### src/rtl/wb_pkg.sv
// Shared types for the L1->L2 write buffer: drain states, entry layout
// and the byte-merge helper used when coalescing stores.
package wb_pkg;

  localparam int WB_ADDR_W  = 32;
  localparam int WB_DATA_W  = 32;
  localparam int WB_BE_W    = WB_DATA_W / 8;
  localparam int WB_WADDR_W = WB_ADDR_W - 2;
  localparam int WB_DEPTH   = 4;

  typedef enum logic [0:0] {
    WB_IDLE  = 1'b0,
    WB_DRAIN = 1'b1
  } wb_state_e;

  typedef struct packed {
    logic [WB_WADDR_W-1:0] addr;
    logic [WB_DATA_W-1:0]  data;
    logic [WB_BE_W-1:0]    mask;
    logic                  valid;
  } wb_entry_t;

  function automatic logic [WB_DATA_W-1:0] wb_merge(
    input logic [WB_DATA_W-1:0] old_d,
    input logic [WB_DATA_W-1:0] new_d,
    input logic [WB_BE_W-1:0]   be
  );
    logic [WB_DATA_W-1:0] res;
    res = old_d;
    for (int b = 0; b < WB_BE_W; b++) begin
      if (be[b]) res[8*b +: 8] = new_d[8*b +: 8];
    end
    return res;
  endfunction

endpackage

### src/rtl/wb_cam.sv
// Word-address CAM: walks entries oldest-to-youngest from head so the
// last match seen is the youngest one.
module wb_cam
  import wb_pkg::*;
#(
  parameter  int DEPTH = WB_DEPTH,
  parameter  int AW    = WB_WADDR_W,
  localparam int PW    = $clog2(DEPTH)
) (
  input  logic [DEPTH-1:0][AW-1:0] addr_i,
  input  logic [DEPTH-1:0]         vld_i,
  input  logic [PW-1:0]            head_i,
  input  logic [AW-1:0]            key_i,
  output logic                     hit_o,
  output logic [PW-1:0]            idx_o
);

  logic [DEPTH-1:0] match;
  logic [PW-1:0]    slot;

  always_comb begin
    for (int i = 0; i < DEPTH; i++) begin
      match[i] = vld_i[i] & (addr_i[i] == key_i);
    end
  end

  always_comb begin
    hit_o = 1'b0;
    idx_o = head_i;
    slot  = '0;
    for (int k = 0; k < DEPTH; k++) begin
      slot = head_i + PW'(k);
      if (match[slot]) begin
        hit_o = 1'b1;
        idx_o = slot;
      end
    end
  end

endmodule

### src/rtl/l1_l2_write_buffer.sv
// Coalescing write-back buffer between L1 and L2 with store-to-load
// forwarding and an in-order drain over a valid/ack handshake.
module l1_l2_write_buffer
  import wb_pkg::*;
#(
  parameter  int ADDR_W = WB_ADDR_W,
  parameter  int DATA_W = WB_DATA_W,
  parameter  int DEPTH  = WB_DEPTH,
  localparam int BE_W   = DATA_W / 8,
  localparam int PTR_W  = $clog2(DEPTH),
  localparam int CNT_W  = PTR_W + 1
) (
  input  logic              clk,
  input  logic              rst,
  input  logic              wr_req_valid,
  input  logic [ADDR_W-1:0] wr_req_addr,
  input  logic [DATA_W-1:0] wr_req_data,
  input  logic [BE_W-1:0]   wr_req_be,
  output logic              wr_req_ready,
  input  logic [ADDR_W-1:0] rd_lookup_addr,
  output logic              rd_hit,
  output logic              rd_partial,
  output logic [DATA_W-1:0] rd_hit_data,
  output logic              l2_wr_valid,
  output logic [ADDR_W-1:0] l2_wr_addr,
  output logic [DATA_W-1:0] l2_wr_data,
  output logic [BE_W-1:0]   l2_wr_be,
  input  logic              l2_wr_ack,
  input  logic              flush_req,
  output logic              flush_done,
  output logic [CNT_W-1:0]  count,
  output logic              full,
  output logic              empty
);

  wb_entry_t [DEPTH-1:0] ent_q, ent_d;
  logic [PTR_W-1:0]      head_q, tail_q;
  logic [CNT_W-1:0]      count_q, count_d;
  wb_state_e             state_q;
  logic                  l2_valid_q;
  logic [ADDR_W-1:0]     l2_addr_q;
  logic [DATA_W-1:0]     l2_data_q;
  logic [BE_W-1:0]       l2_be_q;

  logic [DEPTH-1:0][WB_WADDR_W-1:0] cam_addr;
  logic [DEPTH-1:0]      cam_vld, lock_vec;
  logic                  co_hit, fw_hit;
  logic [PTR_W-1:0]      co_idx, fw_idx;
  logic                  push, alloc, pop;
  wb_entry_t             fw_ent;
  logic                  unused_lsb;

  assign unused_lsb = ^{wr_req_addr[1:0], rd_lookup_addr[1:0]};

  always_comb begin
    lock_vec = '0;
    for (int i = 0; i < DEPTH; i++) begin
      cam_addr[i] = ent_q[i].addr;
      cam_vld[i]  = ent_q[i].valid;
    end
    lock_vec[head_q] = (state_q == WB_DRAIN);
  end

  wb_cam #(.DEPTH(DEPTH), .AW(WB_WADDR_W)) u_coal (
    .addr_i (cam_addr),
    .vld_i  (cam_vld & ~lock_vec),
    .head_i (head_q),
    .key_i  (wr_req_addr[ADDR_W-1:2]),
    .hit_o  (co_hit),
    .idx_o  (co_idx)
  );

  wb_cam #(.DEPTH(DEPTH), .AW(WB_WADDR_W)) u_fwd (
    .addr_i (cam_addr),
    .vld_i  (cam_vld),
    .head_i (head_q),
    .key_i  (rd_lookup_addr[ADDR_W-1:2]),
    .hit_o  (fw_hit),
    .idx_o  (fw_idx)
  );

  assign full         = (count_q == CNT_W'(DEPTH));
  assign empty        = (count_q == '0);
  assign wr_req_ready = ~flush_req & (~full | co_hit);
  assign push         = wr_req_valid & wr_req_ready;
  assign alloc        = push & ~co_hit;
  assign pop          = (state_q == WB_DRAIN) & l2_wr_ack;
  assign count_d      = count_q + CNT_W'(alloc) - CNT_W'(pop);

  always_comb begin
    ent_d = ent_q;
    if (pop) ent_d[head_q].valid = 1'b0;
    if (push) begin
      if (co_hit) begin
        ent_d[co_idx].data = wb_merge(ent_q[co_idx].data, wr_req_data, wr_req_be);
        ent_d[co_idx].mask = ent_q[co_idx].mask | wr_req_be;
      end else begin
        ent_d[tail_q].addr  = wr_req_addr[ADDR_W-1:2];
        ent_d[tail_q].data  = wb_merge('0, wr_req_data, wr_req_be);
        ent_d[tail_q].mask  = wr_req_be;
        ent_d[tail_q].valid = 1'b1;
      end
    end
  end

  always_ff @(posedge clk or posedge rst) begin
    if (rst) begin
      ent_q   <= '0;
      head_q  <= '0;
      tail_q  <= '0;
      count_q <= '0;
    end else begin
      ent_q   <= ent_d;
      head_q  <= head_q + PTR_W'(pop);
      tail_q  <= tail_q + PTR_W'(alloc);
      count_q <= count_d;
    end
  end

  // Launch from ent_d so a store coalesced into the head on the
  // launch edge still reaches L2.
  always_ff @(posedge clk or posedge rst) begin
    if (rst) begin
      state_q    <= WB_IDLE;
      l2_valid_q <= 1'b0;
      l2_addr_q  <= '0;
      l2_data_q  <= '0;
      l2_be_q    <= '0;
    end else begin
      case (state_q)
        WB_IDLE: begin
          if (count_q != '0) begin
            state_q    <= WB_DRAIN;
            l2_valid_q <= 1'b1;
            l2_addr_q  <= {ent_d[head_q].addr, 2'b00};
            l2_data_q  <= ent_d[head_q].data;
            l2_be_q    <= ent_d[head_q].mask;
          end
        end
        WB_DRAIN: begin
          if (l2_wr_ack) begin
            state_q    <= WB_IDLE;
            l2_valid_q <= 1'b0;
          end
        end
        default: state_q <= WB_IDLE;
      endcase
    end
  end

  assign fw_ent      = ent_q[fw_idx];
  assign rd_hit      = fw_hit & (&fw_ent.mask);
  assign rd_partial  = fw_hit & ~(&fw_ent.mask);
  assign rd_hit_data = fw_hit ? fw_ent.data : '0;

  assign l2_wr_valid = l2_valid_q;
  assign l2_wr_addr  = l2_addr_q;
  assign l2_wr_data  = l2_data_q;
  assign l2_wr_be    = l2_be_q;
  assign count       = count_q;
  assign flush_done  = flush_req & empty & (state_q == WB_IDLE);

endmodule

### config.mk
export PLATFORM = sky130hd
export DESIGN_NAME = l1_l2_write_buffer
export DESIGN_NICKNAME = d
export VERILOG_FILES = /design/src/rtl/wb_pkg.sv /design/src/rtl/wb_cam.sv /design/src/rtl/l1_l2_write_buffer.sv
export SDC_FILE = /design/constraint.sdc
export NUM_CORES = 1
export LEC_CHECK = 0
export ABC_CLOCK_PERIOD_IN_PS = 15400
export BUFFER_PORTS_ARGS = -buffer_cell sky130_fd_sc_hd__buf_2
export CAP_MARGIN = 20
export CORE_ASPECT_RATIO = 0.9
export CORE_MARGIN = 1
export CORE_UTILIZATION = 40
export CTS_BUF_LIST = sky130_fd_sc_hd__clkbuf_4
export DETAILED_ROUTE_END_ITERATION = 8
export HOLD_SLACK_MARGIN = 0.02
export PLACE_DENSITY = 0.61
export SLEW_MARGIN = 20
export SYNTH_ARGS = -nofsm -noshare
export SYNTH_HDL_FRONTEND = slang
export SYNTH_SLANG_ARGS = --single-unit
### constraint.sdc
create_clock -name clk -period 15.4 [get_ports clk]
set_input_delay 0.77 -clock clk [delete_from_list [all_inputs] [get_ports clk]]
set_output_delay 0.77 -clock clk [all_outputs]
set_load 0.01 [all_outputs]
# After elaboration in Yosys (flattened, before gate mapping)
# Cells that the tools add are included.
# W data, S select, Z words.
# word_totals
ff_bits	343
output_inout_bits	110
# classes
add_sub_neg	7
n_lt_le_gt_ge	10
eq_ne	11
mux	93
bitwise	26
reduce_logical	8
# ops
op	count
$bwmux W268	7
$demux W67 S2	7
$mux W268	3
$bmux W67 S2	3
$eq A30 B30 Y1	8
$mux W8	24
$mux W37	4
$mux W67	2
$mux W32	1
$mux W1	23
$lt A2 B3 Y1 const B	7
$and A1 B1 Y1	16
$bmux W1 S2	8
$mux W2	6
$mux W5	2
$and A4 B4 Y4	2
$ge A2 B1 Y1 const B	3
$not A1 Y1	5
$add A2 B1 Y2	2
$add A2 B2 Y2 const B	2
$ne A2 B2 Y1 const B	2
$not A4 Y4	1
$or A4 B4 Y4	1
$pmux W1 S2	2
other kinds (11)	14

# Depth between registers and ports, before layout
# Gate-level depths: netlist of run 1.
# depth
depth_word	25
ltp_mapped	21
ltp_nobuf	15

# Hierarchy
# Synthesis of run 1 repeated with hierarchy kept, for this count alone.
# hier_totals
cells_unflattened	2338
hier_area_um2	21981.1
# modules_own_cells
mod	n_inst	cells_per_inst	area_each_um2	seq_area_each_um2
l1_l2_write_buffer	1	1972	19028.2	8583.2
wb_cam	2	183	1476.4	0.0

# Worst setup path after synthesis of run 1
# OpenSTA, ideal clock, no wires.
# synth_timing
path_kind	reg-to-reg
startpoint	reg head_q[1]
endpoint	reg l2_data_q[17] (netlist: l2_wr_data[17])
arrival_time_ps	4978
t_required_ps	15274
slack_ps	10296
path_stages_with_launch	20
n_path_buf	6
period_less_slack_ps	5104
cell_sequence	dfrtp_1 > clkbuf_1 > inv_1 > clkbuf_1 > clkbuf_1 > clkbuf_1 > ha_1 > a21bo_2 > or4_1 > nor4b_1 > nand4_1 > o31ai_1 > a311o_1 > buf_4 > clkbuf_1 > nand4_1 > a31oi_1 > o211ai_1 > a32o_1 > a221o_1
# synth_between
elab_chain_len	24
word_cells_on_any_way	57
cone_classes	add/sub: 3; order compare: 4; mux: 38; bitwise: 10; reduce/logical: 2
# synth_rtl
element	line_no	source
start, declared	l1_l2_write_buffer.sv:37	logic [PTR_W-1:0] head_q, tail_q;
start signal, assigned	l1_l2_write_buffer.sv:114	head_q <= head_q + PTR_W'(pop);
$lt A2 B3 Y1 (not written as such) / $ge A2 B1 Y1 (equally long branches)	l1_l2_write_buffer.sv:61	lock_vec[head_q] = (state_q == WB_DRAIN);
$logic_and A1 B1 Y1 (not written as such)	l1_l2_write_buffer.sv:61	
$mux W1 (not written as such)	l1_l2_write_buffer.sv:61	
$demux W1 S2	l1_l2_write_buffer.sv:61	
$and A4 B4 Y4 (no line)	n/a	
$not A4 Y4	l1_l2_write_buffer.sv:66	.vld_i (cam_vld & ~lock_vec),
$and A4 B4 Y4	l1_l2_write_buffer.sv:66	
$and A1 B1 Y1	wb_cam.sv:23	match[i] = vld_i[i] & (addr_i[i] == key_i);
[... 8 more ...]	n/a	
$mux W8	l1_l2_write_buffer.sv:94	if (co_hit) begin
$mux W8	l1_l2_write_buffer.sv:93	if (push) begin
$bwmux W268	l1_l2_write_buffer.sv:95	ent_d[co_idx].data = wb_merge(ent_q[co_idx].data, wr_req_data, wr_req_be);
$bwmux W268	l1_l2_write_buffer.sv:96	ent_d[co_idx].mask = ent_q[co_idx].mask | wr_req_be;
$mux W268	l1_l2_write_buffer.sv:94	
$mux W268	l1_l2_write_buffer.sv:93	
$bmux W67 S2 (*)	l1_l2_write_buffer.sv:136	l2_data_q <= ent_d[head_q].data;
$mux W67 (*)	n/a	
end signal, assigned	l1_l2_write_buffer.sv:136	
end, declared	l1_l2_write_buffer.sv:42	logic [DATA_W-1:0] l2_data_q;
# Mark *: on every way between the ends. The rest lies on a longest branch, timed or not. The select of a mux whose other input is x is not followed.
# A chain may end at the register's enable or synchronous reset.

# Worst setup path in the final report of run 1
# layout_timing
startpoint	reg ent_q (netlist bit cam_addr[6])
endpoint	out rd_hit_data[29]
# layout_between
elab_chain_len	10
word_cells_on_any_way	20
cone_classes	eq/ne: 1; mux: 18; bitwise: 1
# layout_rtl
element	line_no	source
start, declared	l1_l2_write_buffer.sv:36	wb_entry_t [DEPTH-1:0] ent_q, ent_d;
start signal, assigned	l1_l2_write_buffer.sv:113	ent_q <= ent_d;
$eq A30 B30 Y1 (*)	wb_cam.sv:23	
$and A1 B1 Y1 (*)	wb_cam.sv:23	
$bmux W1 S2	wb_cam.sv:33	if (match[slot]) begin
$mux W1 (not written as such)	wb_cam.sv:33	
$mux W2 (3 in series)	wb_cam.sv:33	
$bmux W67 S2	l1_l2_write_buffer.sv:151	assign fw_ent = ent_q[fw_idx];
$mux W37 (not written as such)	l1_l2_write_buffer.sv:151	
$mux W32 (*)	l1_l2_write_buffer.sv:154	assign rd_hit_data = fw_hit ? fw_ent.data : '0;
end, declared	l1_l2_write_buffer.sv:23	output logic [DATA_W-1:0] rd_hit_data,
# Marks and branches as above.

==> reports/qor.yml, run 1 <==
status: "complete, but fails checks"
violations: "hold timing"
clk_pin_slew_ns: 0.07
cp-end-kind: "primary output"
cts_buffers: 98
area_delta_synth_final_pct: 12.5
worst_slew_pin_slew_ns: 1.15
drcViolationCount: 0
yosys-top-cells-area: "dfrtp_1, nand2_1, xnor2_1"
hpwl_um: 66300
yosysTopAreaCell: "dfrtp_1"
post_dp_cell_area_um2: 23900
vias_per_cell: 6.39
rows: 81
critPathLaunchType: "flip-flop"
critical_path_class: "reg2out"
syn_inst: 2457
dieHeight_um: 226
fin_util_pct: 45.8
pre_cts_ws_ns: 8.52
port-buffer-count: 208
slew_violations: 0
wl_met2_um: 40000
routed_wl_um: 96800
max_cap_viol_count: 0
crit_fanout: 52
p_leak_nw: 11.2
async_flop_share_pct: 100
die_w_um: 251
hold_violations: 1
finalSetupViolCount: 0
initial_core_util_pct: 40.7
synth_edf_count: 0
fin_ws_ns: 7.89
r2r_cells: 15
wl_per_cell_um: 28.5
finalPower_mw: 5.29
ios: 215
dieArea_um2: 56600
cts_tree: "built"
postCtsSetupBuffers: 0
tns_ns: 0
worst_skew_pair.late_latency_ns: 0.92
drt.antenna.violating_nets: 0
grt_pass1_wl_um: 142000
syn_area_per_cell_um2: 9.06
grt_usage_pct: 34.1
maxSlewHeadroom_pct: 22.9
cts_sinks: 343
worstPathRequired_ns: 14.63
peakVddDrop_uv: 98.3
fin_area_um2: 25000
drt_iter0_markers: 3019
grt-ovfl-total: 0
min_period_ns: 7.51
layout_common_cells: "nand2_1, dfrtp_1, buf_2"
highest_layer: "met4"
cp.arrival_ns: 6.74
fin_skew_ns: 0.0927
hp-class: "in2async"
ys_warn_count: 0
vias: 21707
r2r_slack_ns: 8.34
met1_length_um: 40200
r2r-start: "head_q[0]"
drive_gt1_share_pct: 21.3
cts_max_level: 3
antenna_found_initial: 7
seq_area_frac_synth_pct: 38.6
syn_area_um2: 22300
synth_cell_types: 97
holdWs_ns: -0.00905
synthFlopType: "dfrtp_1"
root_buffer: "clkbuf_4"
ys_ff_latch: 343
final_common_cell: "nand2_1"
wl_met3_um: 12800
grt_max_degree: 163
grt_pass1_vias: 21222
reg2reg_to: "l2_wr_data[21]"
fin_crit_sh_pct: 48.7
rsz0062_at_grt: "no"
stdcell_count: 3399
placed_cells: 3228
cts-resized-gates: 0
max_freq_mhz: 133
cts.hold.buffers_added: 0
placeableCoreArea_um2: 54600
clockBufferDepth: 3
power_density_nw_per_um2: 211
first_pass_iters: 6
synth.top_cell.area_share_pct: 38.6
finalWeightedCongestion: 1.07
fin_nets: 2737
per-layer routing:
metal | up-vias | GRT usage [%]
li1 | 9177 | -
met1 | 10628 | 48.2
met2 | 1618 | 48.1
met3 | 284 | 10.2
met4 | 0 | 14.2
met5 | - | 0
cell usage after synthesis (30+ instances only):
library cell  number
and2_1            30
mux2_2            76
nor2_1           116
clkbuf_1         137
o21ai_0           67
a21oi_1           62
nor3_1            30
nand2_1          519
mux2i_1          102
xor2_1            62
nand4_1           81
inv_1             52
dfrtp_1          343
nor4_1            37
xnor2_1          181
nand3_1           50
mux4_2            38
a31oi_1           35
area by class of cell:
type / instances / area (um2)
antenna: 9 / 22.5
tap: 705 / 882
fill: 5298 / 29600
clock inverter: 29 / 139
timing repair buffer: 257 / 1420
sequential: 343 / 8590
clock buffer: 133 / 998
multi-input combinational: 1869 / 12800
inverter: 54 / 210
sequential cells by signal (all words and copies together), names as in the netlist:
name	flops
ent_q	144
tail_q	2
l2_wr_addr	30
cam_addr	120
head_q	2
cam_vld	4
count	3
l2_wr_valid	1
l2_wr_be	4
l2_wr_data	32
state_q	1
critical path: stages, from the launching register on:
cell	delay, ns
dfrtp_1	0.43
xor2_1	0.22
nor4_1	0.82
nand2_1	0.16
nor4_1	0.85
nand2_1	0.19
o21ai_0	0.14
o21ai_0	0.17
a32oi_4	0.85
buf_4	0.91
a211oi_1	0.18
a211oi_1	0.66
buf_2	0.26
how the worst max path moves through the flow:
stage,from,cells past startpoint,endpoint,slack (ns)
2_1_floorplan,rst,1,cam_addr[0],5.12
3_3_place_gp,head_q[0],14,l2_wr_data[16],8.59
3_5_place_dp,head_q[0],15,l2_wr_data[21],8.52
4_1_cts,cam_addr[6],12,rd_hit_data[29],8.19
5_1_grt,cam_addr[6],12,rd_hit_data[29],7.74
6_report,cam_addr[6],12,rd_hit_data[29],7.89
power by group:
part	switching [mW]	total, mW	internal (mW)	leakage [nW]
Combinational	1.63	2.71	1.08	6.23
Sequential	0.446	1.75	1.31	4.33
Clock	0.419	0.830	0.411	0.677
Total	2.49	5.29	2.80	11.2
logic make-up after synthesis:
logic type	synth area share (%)
AOI/OAI and AO/OA	15.2
xor gates and xnor gates	9.56
adders and majority gates	0.540
buffers and inverters	4.49
DFF	38.6
muxes	12.3
other	0.0169
and+or+nand+nor	19.3
Power figures use the tool's default switching activity.
==> inputs of run 2 (changes only) <==
--- a/config.mk
+++ b/config.mk
@@ -5,7 +5,8 @@
 export SDC_FILE = /design/constraint.sdc
 export NUM_CORES = 1
 export LEC_CHECK = 0
-export ABC_CLOCK_PERIOD_IN_PS = 15400
+export ABC_AREA = 1
+export ABC_CLOCK_PERIOD_IN_PS = 6600
 export BUFFER_PORTS_ARGS = -buffer_cell sky130_fd_sc_hd__buf_2
 export CAP_MARGIN = 20
 export CORE_ASPECT_RATIO = 0.9
@@ -14,7 +15,7 @@
 export CTS_BUF_LIST = sky130_fd_sc_hd__clkbuf_4
 export DETAILED_ROUTE_END_ITERATION = 8
 export HOLD_SLACK_MARGIN = 0.02
-export PLACE_DENSITY = 0.61
+export PLACE_DENSITY = 0.62
 export SLEW_MARGIN = 20
 export SYNTH_ARGS = -nofsm -noshare
 export SYNTH_HDL_FRONTEND = slang
==> constraint.sdc (replaced) <==
create_clock -name clk -period 6.6 [get_ports clk]
set_input_delay 0.33 -clock clk [delete_from_list [all_inputs] [get_ports clk]]
set_output_delay 0.33 -clock clk [all_outputs]
set_load 0.01 [all_outputs]
==> run 2 against run 1 <==
  * The flow now finishes without violations
  * Sequential cell count stayed put
  * Die area is 23% higher
  * Critical path depth is 7 higher
  * Global-route usage is 3.5 points higher
  * Sequential power is 130% higher
  * Register-to-register slack worse by 7.4 ns
  * Cell count is 65% higher
  * Worst setup slack worse by 7.3 ns
  * Utilization is 0.23 points lower
  * Total power grew to 3.3 times the previous value
  * Largest cell class unchanged
  * Largest power group unchanged
  * Highest routed layer is now met5
==> reports/qor.yml, run 2 <==
status: "finished, final reports clean"  # was complete, but fails checks
yosysMostFrequentCell: "nand2_1"  # unchanged
crit_buf_inv: 3  # was 2
critPathLaunchType: "flip-flop"  # unchanged
final_common_cell: "nand2_1"  # unchanged
postCtsSetupBuffers: 0  # unchanged
async_flop_share_pct: 100  # unchanged
cp-end-kind: "primary output"  # unchanged
syn_area_per_cell_um2: 6.09  # was 9.06 um2
cts.hold.buffers_added: 65  # was 0
r2r_slack_ns: 0.99  # was 8.34 ns
worstPathRequired_ns: 6.27  # was 14.63 ns
max_cap_viol_count: 0  # unchanged
r2r-start: "head_q[0]"  # unchanged
ys_ff_latch: 343  # unchanged
cts_sinks: 343  # unchanged
synth_top_family_by_area: "simple AND/OR/NAND/NOR gates"  # unchanged
placeableCoreArea_um2: 67300  # was 54600 um2
die_w_um: 278  # was 251 um
initial_core_util_pct: 40.6  # was 40.7%
seqPwrFrac_pct: 23.3  # was 33.1%
cts_buffers: 101  # was 98
vias: 31616  # was 21707
wl_per_cell_um: 23.6  # was 28.5 um
combPwrFrac_pct: 64.3  # was 51.2%
fin_crit_sh_pct: 91.6
worst_skew_pair.late_latency_ns: 0.93  # was 0.92 ns
muxShareOfSynthArea_pct: 0.0366  # was 12.3%
crit_fanout: 57  # was 52
hpwl_um: 92900  # was 66300 um
cp_slowest_cell: "xnor2_1"  # was buf_4
placed_cells: 5369  # was 3228
ys_warn_count: 0  # unchanged
grt-ovfl-total: 0  # unchanged
synth.top_cell.area_share_pct: 31.4  # was 38.6%
yosys-top-cells-area: "dfrtp_1, nand2_1, inv_1"  # was dfrtp_1, nand2_1, xnor2_1
drt_iter0_markers: 4260  # was 3019
drive_gt1_share_pct: 10.3  # was 21.3%
worst_slew_pin_slew_ns: 1.08  # was 1.15 ns
cts-resized-gates: 0  # unchanged
clk_pin_slew_ns: 0.06  # was 0.07 ns
vias_per_cell: 5.63  # was 6.39
rows: 90  # was 81
swShare_pct: 58.4  # was 47.1%
yosysTopAreaCell: "dfrtp_1"  # unchanged
fin_util_pct: 45.6  # was 45.8%
rsz0062_at_grt: "no"  # unchanged
finalPower_mw: 17.4  # was 5.29 mW
fin_area_um2: 30700  # was 25000 um2
cp.arrival_ns: 5.72  # was 6.74 ns
max_freq_mhz: 165
synthFlopType: "dfrtp_1"  # unchanged
synth_cell_types: 53  # was 97
area_delta_synth_final_pct: 12.3  # was 12.5%
switchingPower_mw: 10.1  # was 2.49 mW
power_density_nw_per_um2: 565  # was 211 nW/um2
syn_area_um2: 27300  # was 22300 um2
ios: 215  # unchanged
grt_pass1_vias: 28843  # was 21222
dieArea_um2: 69400  # was 56600 um2
cts_max_level: 3  # unchanged
dieHeight_um: 250  # was 226 um
largest_reg_flops: 144  # unchanged
cts_tree: "built"  # unchanged
peakVddDrop_uv: 592  # was 98.3 uV
routed_wl_um: 132000  # was 96800 um
p_int_mw: 7.22  # was 2.80 mW
first_pass_iters: 8  # was 6
power_frac_clock_pct: 12.4  # was 15.7%
crit_family: "simple AND/OR/NAND/NOR gates"  # unchanged
slew_violations: 0  # unchanged
critPathMaxStageDelay_ns: 0.60  # was 0.91 ns
fin_skew_ns: 0.0932  # was 0.0927 ns
stdcell_count: 5620  # was 3399
port-buffer-count: 208  # unchanged
drt.antenna.violating_nets: 0  # unchanged
synth_common_cells: "nand2_1, inv_1, nand3_1"  # was nand2_1, dfrtp_1, xnor2_1
path_cells: "xnor2_1 -> o211ai_1 -> nor2_1 -> nand2_1 -> nor4_1 -> nand4_1 -> o21ai_1 -> nand2_1 -> nand2_1 -> inv_1 -> nand2_1 -> nand2_1 -> nand2_4 -> buf_12 -> nand2_1 -> o21ai_0 -> nand2_1 -> a21oi_1 -> buf_2"  # was xor2_1 -> nor4_1 -> nand2_1 -> nor4_1 -> nand2_1 -> o21ai_0 -> o21ai_0 -> a32oi_4 -> buf_4 -> a211oi_1 -> a211oi_1 -> buf_2
num-fill-cells: 7304  # was 5298
fin_nets: 4777  # was 2737
grt_max_degree: 151  # was 163
layout_common_cells: "nand2_1, inv_1, nand3_1"  # was nand2_1, dfrtp_1, buf_2
critical_path_class: "reg2out"  # unchanged
yosys.area_share.simple_pct: 37.4  # was 19.3%
root_buffer: "clkbuf_4"  # unchanged
top_register: "ent_q"  # unchanged
maxSlewHeadroom_pct: 27.9  # was 22.9%
cp_common_cell: "nand2_1"
hold_violations: 0  # was 1
post_dp_cell_area_um2: 28800  # was 23900 um2
finalWeightedCongestion: 1.07  # about the same
critPathLaunch: "cam_addr[28]"  # was cam_addr[6]
synth_compound_area_share_pct: 14.4  # was 15.2%
clockBufferDepth: 3  # unchanged
hp-class: "in2reg"  # was in2async
grt_usage_pct: 37.6  # was 34.1%
drcViolationCount: 0  # unchanged
syn_inst: 4490  # was 2457
seq_area_frac_synth_pct: 31.4  # was 38.6%
worstHoldStart: "wr_req_be[0]"
min_period_ns: 6.05
synth_xor_area_share_pct: 3.62  # was 9.56%
p_leak_nw: 16.2  # was 11.2 nW
synthAdderAreaFrac_pct: 0.439  # was 0.540%
grt_pass1_wl_um: 192000  # was 142000 um
antenna_found_initial: 5  # was 7
tns_ns: 0  # unchanged
finalSetupViolCount: 0  # unchanged
synth_edf_count: 0  # unchanged
-- run 2: final cells by class --
type                       count  area, um2  area share, %
sequential                   343       8590           28.0
multi-input combinational   3320      15400           50.1
inverter                     565       2130           6.94
clock inverter                41        230          0.750
antenna                        5       12.5         0.0407
clock buffer                 140       1050           3.42
tap                          874       1090           3.56
timing repair buffer         332       2220           7.24
-- run 2: final timing paths --
check | cells after the start | to
worst max-delay path | 19 | rd_hit_data[31]
worst min register to register | 2 | l2_wr_data[21]
min in group asynchronous | 3 | ent_q[100]
max in group asynchronous | 4 | cam_addr[115]
worst min-delay path | 5 | ent_q[1]
worst max register to register | 27 | l2_wr_data[31]
-- run 2: power by group through the flow --
stage	clock, mW	combinational, mW	sequential (mW)
after floorplan	0	6.93	3.72
after global placement	0	10.6	4.02
after detailed placement	0	10.7	4.03
after CTS	2.19	10.8	4.00
after global routing	2.29	12.0	4.15
final	2.16	11.2	4.05
-- run 2: worst min-delay path: cells and delay by family --
family,cells,cell delay [ns]
buf+inv,2,0.30
simple gates,1,0.12
compound gates,2,0.22
-- run 2: cell families after synthesis --
kind of cell             after synthesis
AND/OR/NAND/NOR                     2504
buffers and inverters                828
AO/OA/AOI/OAI                        691
flip-flops                           343
XOR/XNOR                             113
adder cells (fa/ha/maj)                9
other                                  1
multiplexers                           1
-- run 2: per-stage QoR --
| stage | hold slack [ns] | setup slack (ns) |
|---|---|---|
| 3_3_place_gp | 0.460 | 1.16 |
| 6_report | 0.0977 | 0.554 |
| 4_1_cts | 0.0212 | 0.704 |
| 2_1_floorplan | 0.464 | 1.68 |
| 5_1_grt | 0.0957 | 0.400 |
| 3_5_place_dp | 0.463 | 1.08 |
-- run 2: routing by layer --
metal	vias to the layer above	global-route usage, %	part of all wire, %
met4	2	13.1	3.4
met1	14686	54.8	43
met3	308	12.8	15
met2	2002	50.6	39
li1	14618	-	-
met5	-	0	0.0098
